===== config.mk =====
export PLATFORM = sky130hd
export DESIGN_NAME = spi_regfile_peripheral
export DESIGN_NICKNAME = d
export VERILOG_FILES = /design/src/rtl/spi_regfile_peripheral.sv
export SDC_FILE = /design/constraint.sdc
export NUM_CORES = 1
export LEC_CHECK = 0
export BUFFER_PORTS_ARGS = -buffer_cell sky130_fd_sc_hd__buf_4
export CAP_MARGIN = 10
export CORE_ASPECT_RATIO = 1.5
export CORE_MARGIN = 1
export CORE_UTILIZATION = 62
export CTS_CLUSTER_DIAMETER = 200
export DETAILED_ROUTE_END_ITERATION = 10
export PLACE_DENSITY = 0.9
export SYNTH_ARGS = -nofsm -noshare
export SYNTH_HDL_FRONTEND = slang
export SYNTH_SLANG_ARGS = --single-unit

===== constraint.sdc =====
create_clock -name clk -period 3.5 [get_ports clk]
set_input_delay 0.175 -clock clk [delete_from_list [all_inputs] [get_ports clk]]
set_output_delay 0.175 -clock clk [all_outputs]
set_load 0.005 [all_outputs]

===== src/rtl/spi_regfile_peripheral.sv =====
// SPI mode-0 target with a parametrised register file and read-back.
// Writes commit atomically on chip-select release; reads shift out on CIPO.
module spi_regfile_peripheral #(
  parameter int NUM_REGS = 5,
  parameter int ADDR_W   = 7,
  parameter int DATA_W   = 8,
  parameter int SYNC_FF  = 2
) (
  input  logic                         clk,
  input  logic                         rst_n,
  input  logic                         sclk,
  input  logic                         copi,
  input  logic                         ncs,
  output logic                         cipo,
  output logic                         cipo_oe,
  output logic [NUM_REGS*DATA_W-1:0]   regs_flat,
  output logic                         wr_strobe,
  output logic [ADDR_W-1:0]            wr_addr
);

  localparam int FRAME_W = 1 + ADDR_W + DATA_W;
  localparam int CNT_W   = $clog2(FRAME_W + 2);

  localparam logic [CNT_W-1:0] CNT_CMD  = CNT_W'(ADDR_W + 1);
  localparam logic [CNT_W-1:0] CNT_CMDL = CNT_W'(ADDR_W);
  localparam logic [CNT_W-1:0] CNT_FULL = CNT_W'(FRAME_W);
  localparam logic [CNT_W-1:0] CNT_LAST = CNT_W'(FRAME_W - 1);
  localparam logic [CNT_W-1:0] CNT_OVER = CNT_W'(FRAME_W + 1);
  localparam logic [ADDR_W:0]  NREGS    = (ADDR_W + 1)'(NUM_REGS);

  typedef enum logic [1:0] {
    IDLE,
    CMD,
    DATA,
    DONE
  } state_t;

  state_t state, state_n;

  logic [SYNC_FF-1:0] sclk_sync, copi_sync, ncs_sync;
  logic               sclk_d, ncs_d;
  logic               sclk_s, copi_s, ncs_s;
  logic               sclk_rise, sclk_fall;
  logic               ncs_rise, ncs_fall;

  logic [CNT_W-1:0]   cnt;
  logic [FRAME_W-1:0] shreg;
  logic [DATA_W-1:0]  tx;
  logic               rd_mode;

  logic               pend;
  logic [ADDR_W-1:0]  pend_addr;
  logic [DATA_W-1:0]  pend_data;

  logic [DATA_W-1:0]  regs [NUM_REGS];

  logic [ADDR_W:0]    cmd_word;
  logic [DATA_W-1:0]  rd_val;
  logic               load_rd;
  logic               f_rw;
  logic [ADDR_W-1:0]  f_addr;
  logic [DATA_W-1:0]  f_data;
  logic               commit;

  // ncs chain resets low so a chip select held low at release is not a fall
  always_ff @(posedge clk or negedge rst_n) begin
    if (!rst_n) begin
      sclk_sync <= '0;
      copi_sync <= '0;
      ncs_sync  <= '0;
      sclk_d    <= 1'b0;
      ncs_d     <= 1'b0;
    end else begin
      sclk_sync <= {sclk_sync[SYNC_FF-2:0], sclk};
      copi_sync <= {copi_sync[SYNC_FF-2:0], copi};
      ncs_sync  <= {ncs_sync[SYNC_FF-2:0], ncs};
      sclk_d    <= sclk_s;
      ncs_d     <= ncs_s;
    end
  end

  assign sclk_s    = sclk_sync[SYNC_FF-1];
  assign copi_s    = copi_sync[SYNC_FF-1];
  assign ncs_s     = ncs_sync[SYNC_FF-1];
  assign sclk_rise = sclk_s & ~sclk_d;
  assign sclk_fall = ~sclk_s & sclk_d;
  assign ncs_rise  = ncs_s & ~ncs_d;
  assign ncs_fall  = ~ncs_s & ncs_d;

  assign cmd_word = {shreg[ADDR_W-1:0], copi_s};
  assign f_rw     = shreg[FRAME_W-1];
  assign f_addr   = shreg[DATA_W +: ADDR_W];
  assign f_data   = shreg[DATA_W-1:0];

  always_comb begin
    rd_val = '0;
    for (int i = 0; i < NUM_REGS; i++) begin
      if (cmd_word[ADDR_W-1:0] == ADDR_W'(i)) rd_val = regs[i];
    end
  end

  always_comb begin
    state_n = state;
    unique case (state)
      IDLE: if (ncs_fall) state_n = CMD;
      CMD:  if (sclk_rise && cnt == CNT_CMDL) state_n = DATA;
      DATA: if (sclk_rise && cnt == CNT_LAST) state_n = DONE;
      DONE: state_n = DONE;
      default: state_n = IDLE;
    endcase
    if (ncs_rise) state_n = IDLE;
  end

  always_ff @(posedge clk or negedge rst_n) begin
    if (!rst_n) state <= IDLE;
    else        state <= state_n;
  end

  assign load_rd = (state == CMD) && sclk_rise && (cnt == CNT_CMDL) &&
                   !cmd_word[ADDR_W] && !ncs_rise;

  assign commit = ncs_rise && (state == DONE) && (cnt == CNT_FULL) &&
                  f_rw && ({1'b0, f_addr} < NREGS);

  always_ff @(posedge clk or negedge rst_n) begin
    if (!rst_n) begin
      cnt       <= '0;
      shreg     <= '0;
      tx        <= '0;
      rd_mode   <= 1'b0;
      pend      <= 1'b0;
      pend_addr <= '0;
      pend_data <= '0;
      wr_strobe <= 1'b0;
      wr_addr   <= '0;
    end else begin
      pend      <= commit;
      wr_strobe <= pend;
      if (state == IDLE && ncs_fall) begin
        cnt     <= '0;
        shreg   <= '0;
        rd_mode <= 1'b0;
      end else if (state != IDLE && sclk_rise) begin
        if (cnt != CNT_OVER) cnt <= cnt + 1'b1;
        if (state != DONE) shreg <= {shreg[FRAME_W-2:0], copi_s};
      end
      // first fall after the load keeps the MSB on the wire for bit ADDR_W+1
      if (load_rd) begin
        tx      <= rd_val;
        rd_mode <= 1'b1;
      end else if (state == DATA && sclk_fall && cnt > CNT_CMD) begin
        tx <= {tx[DATA_W-2:0], 1'b0};
      end
      if (commit) begin
        pend_addr <= f_addr;
        pend_data <= f_data;
      end
      if (pend) wr_addr <= pend_addr;
    end
  end

  always_ff @(posedge clk or negedge rst_n) begin
    if (!rst_n) begin
      for (int i = 0; i < NUM_REGS; i++) regs[i] <= '0;
    end else if (pend) begin
      for (int i = 0; i < NUM_REGS; i++) begin
        if (pend_addr == ADDR_W'(i)) regs[i] <= pend_data;
      end
    end
  end

  for (genvar g = 0; g < NUM_REGS; g++) begin : g_flat
    assign regs_flat[g*DATA_W +: DATA_W] = regs[g];
  end

  assign cipo    = (state == DATA) && rd_mode && tx[DATA_W-1];
  assign cipo_oe = (state != IDLE);

endmodule


# --- Word level (Yosys, flattened, before mapping) ---
# Index checks and enable logic that the tools add are counted.
totals:
  reg_bits: 104
  out_inout_bits: 50
op_classes:
  reduce_logical: 35
  muxes: 20
  n_eq_ne: 19
  bitwise_logic: 8
  order_cmp: 2
  n_addsub: 1
op_table:
  columns: ["cell", "count"]
  rows:
  - ["$mux W8", 7]
  - ["$mux W16", 3]
  - ["$eq A7 B2 Y1 const B", 4]
  - ["$logic_and A1 B1 Y1", 16]
  - ["$mux W5", 3]
  - ["$eq A7 B1 Y1 const B", 2]
  - ["$eq A7 B3 Y1 const B", 2]
  - ["$logic_not A7 Y1", 2]
  - ["$reduce_and A2 Y1", 7]
  - ["$reduce_bool A2 Y1", 6]
  - ["$ne A3 B3 Y1 const B", 3]
  - ["$mux W2", 4]
  - ["$pmux W2 S4", 1]
  - ["$lt A7 B3 Y1 const B", 1]
  - ["$add A5 B1 Y5 const B", 1]
  - ["$eq A5 B3 Y1 const B", 1]
  - ["$eq A5 B4 Y1 const B", 1]
  - ["$eq A5 B5 Y1 const B", 1]
  - ["$gt A5 B4 Y1 const B", 1]
  - ["$ne A5 B5 Y1 const B", 1]
  - ["$and A1 B1 Y1", 4]
  - ["$eq A2 B2 Y1 const B", 2]
  - ["$not A1 Y1", 4]
  - ["$reduce_and A3 Y1", 1]
  - ["5 further kinds", 7]

# --- Longest topological paths before layout ---
# Gate-level depths: netlist of run 1.
depth:
  ltp_word: 7
  ltp_mapped: 8

# --- Worst setup path after synthesis of run 1 ---
# OpenSTA, ideal clock, no wires.
synth_path:
  path_type: "register to register"
  start: "register cnt[0]"
  end: "register tx[1]"
  arrival_time_ps: 1515
  path_stages_with_launch: 9
  period_less_slack_ps: 1662
  setup_ps: 148
  setup_slack_ps: 1838
  cell_sequence: "dfrtp_1 inv_1 ha_1 nand2b_1 a21oi_1 nor4b_1 buf_4 mux2i_1 o32ai_1"
synth_between:
  elab_chain_cells: 5
synth_lines:
  columns: ["element", "line_no", "rtl"]
  rows:
  - ["start, declared", "46", "logic [CNT_W-1:0] cnt;"]
  - ["start signal, assigned", "144", "if (cnt != CNT_OVER) cnt <= cnt + 1'b1;"]
  - ["branches (longest 5 deep; another with $gt A5 B4 Y1)", null, null]
  - ["end signal, assigned", "149", "tx <= rd_val;"]
  - ["end signal, assigned", "152", "tx <= {tx[DATA_W-2:0], 1'b0};"]
  - ["end, declared", "48", "logic [DATA_W-1:0] tx;"]
# Parallel ways; which one is timed is not known.
# A chain may end at the register's enable or synchronous reset.

# --- Worst setup path in the final report of run 1 ---
layout_path:
  start: "register cnt[0]"
  end: "register tx[4]"
# The elaborated chain is that of the path after synthesis.

==> results.toml, run 1 <==
[final_layout]
syn_to_final_growth_pct = 14.58
diodes = 0
fin_nets = 467
final_layout_size_suffix_gt1_share_pct = 29.57
fill_cells = 479

[synthesis]
synth_mux_area_share_pct = 13.20
syn-cell-area_um2 = 4616
synth_xor_area_share_pct = 0.5693
syn_avg_cell_area_um2 = 11.57
synth_ff_type = "dfrtp_1"
syn_inst = 399
yosys.area.top_type = "dfrtp_1"
ys_ff_latch = 104
synth_edf_count = 0
synth-compound-area-share_pct = 8.729
synth_fa_ha_area_share_pct = 1.626
synth-simple-area-share_pct = 16.45
ys_top_cells_by_area = "dfrtp_1, mux2_2, nand2_1"
synthArstFlopShare_pct = 100.0
synth_top_family_by_area = "simple AND/OR/NAND/NOR gates"
yosysSeqAreaShare_pct = 56.38
syn-num-nets = 410
synth_warnings = 0
synth_cell_types = 49
synth.top_cell.area_share_pct = 56.38

[timing]
fin_ws_ps = 1127
fin_setup_tns_ps = 0
worst_slew_pin_slew_ps = 1105
hold_viol_final = 0
rsz0062_at_grt = "false"
setup_viol = 0
finalCritPeriodShare_pct = 67.81
finalClockSkew_ps = 9.636
hold_ws_ps = 352.8
slew_viol_final = 0
max_freq_ghz = 0.4214
slew_headroom_pct = 26.17
period_minus_slack_ps = 2373

[cts]
htree_levels = 3
post_cts_resize_count = 0
cts-root-buf = "clkbuf_8"
tritoncts = "built"
cts_setup_buffers = 0
path_clk_slew_ps = 90
cts_made_buffers = 9
clock_sinks = 104
worst_skew_pair.late_latency_ps = 370
cts_buffer_depth = 2
hold_buffers = 4

[power]
p_int_w = 0.001638
clock_power_share_pct = 27.4
peakVddDrop_uv = 274.7
p_leak_nw = 2.686
p_switching_w = 0.0006965
p_sw_share_pct = 29.84
power.density_nw_per_um2 = 441.3
power_frac_seq_pct = 58.6
combinationalPowerShare_pct = 14.0

[drt]
initialDrtViolationCount = 324
routedWlPerCell_um = 19.03
vias = 3339
drt_pre_antenna_iters = 4
wirelength_um = 10660
ant_nets = 0
vias_per_cell = 5.963
drcViolationCount = 0

[global_route]
grt_max_degree = 57
antenna_found_initial = 0
grt_pass1_vias = 3343
grt_overflow_total = 0
grt_use_total_pct = 29.41
grt_pass1_wl_um = 16950

[critical_path]
path_class = "reg2reg"
worstSetupStartpointType = "register"
crit_arrival_ps = 2610
crit_fanout = 8
required_ps = 3730
endpoint_kind = "register"

[run]
maxCapViolations = 0

[die]
initial_utilization_pct = 63.87
fp.dieW_um = 72.45
die_area_um2 = 7801
rows = 38
core_area_um2 = 7227
num_io_pins = 55
dieHeight_um = 107.7

[placed_design]
dp_hpwl_um = 7553
gp_congestion = 0.8739
port_buffers = 54
dp_slack_ps = 1154

[worst_hold_path]
hold_path_class = "reg2reg"

[status]
status = "complete, no violations"
-- logic make-up after synthesis --
family                     after synthesis
AOI/OAI and AO/OA                       63
buffers and inverters                   31
muxes                                   55
xor gates and xnor gates                 3
adders and majority gates                6
DFF                                    104
and+or+nand+nor                        137
-- synth_stat cells (6+ instances only) --
| cell | count |
|---|---|
| nand3_1 | 16 |
| ha_1 | 6 |
| nand2_1 | 63 |
| o21ai_0 | 28 |
| dfrtp_1 | 104 |
| nor2_1 | 19 |
| a21oi_1 | 14 |
| mux2_2 | 44 |
| o22a_1 | 7 |
| inv_1 | 16 |
| o32ai_1 | 7 |
| mux2i_1 | 8 |
-- critical path: stages, from the launching register on --
cell and delay (ps):
dfrtp_1 440, inv_1 70, ha_1 210, nand2b_1 80, a21oi_1 70, nor4b_2 940
mux2i_1 310, o32ai_1 110
-- worst paths after layout --
| check | slack, ps | endpoint | cells after the start | startpoint |
|---|---|---|---|---|
| hold reg to reg | 350 | copi_sync[1] | 0 | copi_sync[0] |
| max in group asynchronous | 2270 | pend_data[6] | 3 | rst_n |
| hold / removal | 350 | copi_sync[1] | 0 | copi_sync[0] |
| min in group asynchronous | 390 | regs_flat[2] | 2 | rst_n |
| setup reg to reg | 1130 | tx[4] | 7 | cnt[0] |
| setup / recovery | 1130 | tx[4] | 7 | cnt[0] |
-- per-stage QoR --
| step | cells | instance area, um^2 | util (%) | power [W] |
|---|---|---|---|---|
| final | 560 | 5289 | 73.18 | 0.002334 |
| after global routing | 560 | 5289 | 73.18 | 0.002426 |
| after CTS | 560 | 5289 | 73.18 | 0.002335 |
| after detailed placement | 541 | 5095 | 70.50 | 0.001706 |
| after global placement | 541 | 5095 | 70.50 | 0.001679 |
| after floorplan | 399 | 4616 | - | 0.001583 |
-- state kept, by name (all words and copies together) (netlist names), 5 cells and up --
name	cells
pend_data	8
tx	8
shreg	16
pend_addr	7
regs_flat	40
wr_addr	7
cnt	5
-- per-layer routing --
layer,track usage (%),up-vias,wire length (um)
li1,-,1497,-
met2,52.14,139,5764
met3,4.120,31,572
met5,0,-,0
met1,31.86,1672,3839
met4,19.75,0,482
-- layout make-up --
type	count	area [um^2]	share of cell area (%)
Tap cell	100	125.1	2.366
Clock buffer	11	131.4	2.484
Sequential cell	104	2603	49.21
Clock inverter	4	22.52	0.4258
Timing Repair Buffer	61	467.9	8.848
Multi-Input combinational cell	264	1879	35.53
Inverter	16	60.06	1.136
-- power groups by stage --
stage | Combinational, W | Sequential (W) | Clock [W]
after floorplan | 0.000235 | 0.00135 | 0
after global placement | 0.000300 | 0.00138 | 0
after detailed placement | 0.000319 | 0.00139 | 0
after CTS | 0.000327 | 0.00136 | 0.000644
after global routing | 0.000361 | 0.00138 | 0.000685
final | 0.000327 | 0.00137 | 0.000639
-- cells in the final DEF, fill, tap and decap left out, drive strengths merged, types with 6 or more instances in the layout --
cell type	count
mux2	47
o22a	7
nand2	64
nor2	21
clkbuf	11
o21ai	28
ha	6
mux2i	8
o32ai	7
buf	57
dfrtp	104
inv	16
nand3	17
a21oi	14
(Power assumes the default switching activity.)
==> inputs of run 2 (changes only) <==
- CORE_UTILIZATION: 62 -> 52
- PLACE_DENSITY: 0.9 -> 0.81
- clock period: 3.5 -> 1.95 ns (I/O delays scaled with it)
==> run 2 against run 1 <==
Net effect:
- clock skew decreased by 0.96 ps
- clock power rose to 2.7 times the previous value
- global-route usage is 4.2 points lower
- via count shrank 0.36%
- non-clock buffer count grew 12
- flip-flop and latch count unchanged
- largest cell class unchanged
- die area grew 19%
- combinational power up 100%
- worst hold slack worse by 140 ps
- register-to-register slack worse by 1000 ps
- first-iteration DRC count down 51%
- core utilization fell by 8.1 points
- largest power group unchanged
==> results.toml, run 2 (synthesis gave the netlist of run 1 again) <==
[cts]
cts_made_buffers = 9
path_clk_slew_ps = 60
cts_setup_buffers = 0
cts_buffer_depth = 2
tritoncts = "built"
htree_levels = 3
clock_sinks = 104
cts-root-buf = "clkbuf_16"
worst_skew_pair.late_latency_ps = 350

[critical_path]
timing.rr.start = "cnt[0]"
path_buf_inv = 2
critical_path.max_stage_delay_ps = 410
cp_top_family = "flip-flops"
reg2reg_depth = 8
rrSetupSlack_ps = 100
endpoint_kind = "register"
crit_slowest_cell = "dfrtp_2"
worstSetupStartpointType = "register"
crit_chain = "inv_1, ha_1, nand2b_1, a21oi_1, nor4b_2, buf_4, mux2i_1, o32ai_1"
path_class = "reg2reg"
crit_arrival_ps = 2050
crit_fanout = 8
required_ps = 2140
rr_endpoint = "tx[7]"

[die]
core_area_um2 = 8516
fp.dieW_um = 78.93
rows = 41
num_io_pins = 55
die_area_um2 = 9265
initial_utilization_pct = 54.20
dieHeight_um = 117.4

[power]
power_w = 0.004829
p_leak_nw = 2.814
power.density_nw_per_um2 = 871.2
peakVddDrop_uv = 512.2

[timing]
max_freq_ghz = 0.5402
setup_viol = 0
slew_viol_final = 0
slew_headroom_pct = 69.19
hold_ws_ps = 216.7
period_minus_slack_ps = 1851
hold_viol_final = 0
finalClockSkew_ps = 8.677
fin_setup_tns_ps = 0
finalCritPeriodShare_pct = 94.92
rsz0062_at_grt = "false"
worst_slew_pin_slew_ps = 458.7

[final_layout]
final_common_cell = "dfrtp_1"
largest_reg_flops = 40
final_cell_mix = "dfrtp_1, buf_4, nand2_1, mux2_2, o21ai_0"
syn_to_final_growth_pct = 20.09
finalNonFillerCells = 579
finalInstanceArea_um2 = 5543
final_layout_size_suffix_gt1_share_pct = 32.20
fin_nets = 479
diodes = 0

[global_route]
antenna_found_initial = 0
grt_pass1_vias = 3539
grt_max_degree = 54
grt_use_total_pct = 25.25
grt_pass1_wl_um = 17590
grt_overflow_total = 0

[run]
maxCapViolations = 0

[drt]
vias = 3327
drt_pre_antenna_iters = 4
ant_nets = 0
routedWlPerCell_um = 18.61
vias_per_cell = 5.746
wirelength_um = 10780
initialDrtViolationCount = 158
drcViolationCount = 0

[placed_design]
dpl_cell_area_um2 = 5206
dp.cells = 560
gp_congestion = 0.8745
dp_hpwl_um = 7530
port_buffers = 54

[worst_hold_path]
hold_path_class = "in2async"

[status]
status = "complete, no violations"
-- run 2: through the flow --
step | utilization, % | worst slack [ps]
2_1_floorplan | - | 287.6
3_3_place_gp | 61.14 | 174.0
3_5_place_dp | 61.14 | 77.55
4_1_cts | 65.05 | 55.15
5_1_grt | 65.09 | 6.232
6_report | 65.09 | 98.98
-- run 2: timing repair --
action                                  CTS  global route
gates resized for setup                   0             2
endpoints found under the hold margin    29             0
hold buffers                              4             0
endpoints found under the setup margin    0             8
-- run 2: how the worst max path moves through the flow --
stage	to	slack (ps)	from	depth (start not counted)
4_1_cts	pend_data[0]	60	cnt[3]	5
6_report	tx[7]	100	cnt[0]	8
3_5_place_dp	tx[7]	80	cnt[0]	8
3_3_place_gp	pend_addr[6]	170	cnt[3]	4
2_1_floorplan	tx[1]	290	cnt[0]	8
5_1_grt	tx[3]	6	cnt[0]	8
-- run 2: layer usage --
layer | share of wire, % | track usage, % | wire (um)
met1 | 38 | 27.78 | 4050
met5 | 0 | 0 | 0
met3 | 3.7 | 5.447 | 400
met2 | 53 | 42.88 | 5736
met4 | 5.5 | 16.70 | 588
-- run 2: final cells by class --
| cell class | instances | area (um^2) |
|---|---|---|
| tap | 107 | 133.9 |
| sequential | 104 | 2604 |
| fill | 664 | 2973 |
| multi-input combinational | 264 | 1882 |
| timing repair buffer | 73 | 570.5 |
| clock inverter | 2 | 12.51 |
| inverter | 16 | 60.06 |
| clock buffer | 13 | 280.3 |
-- run 2: where the power goes --
| group | internal [W] | switching [W] |
|---|---|---|
| sequential | 0.00228 | 0.000148 |
| clock | 0.000996 | 0.000741 |
| combinational | 0.000258 | 0.000407 |
| total | 0.00353 | 0.00130 |
-- run 2: worst register-to-register path, cell delays in order (launching register included) --
cell and delay (ps):
dfrtp_2 410, inv_1 60, ha_1 220, nand2b_1 80, a21oi_1 80, nor4b_2 260
buf_4 230, mux2i_1 230, o32ai_1 130
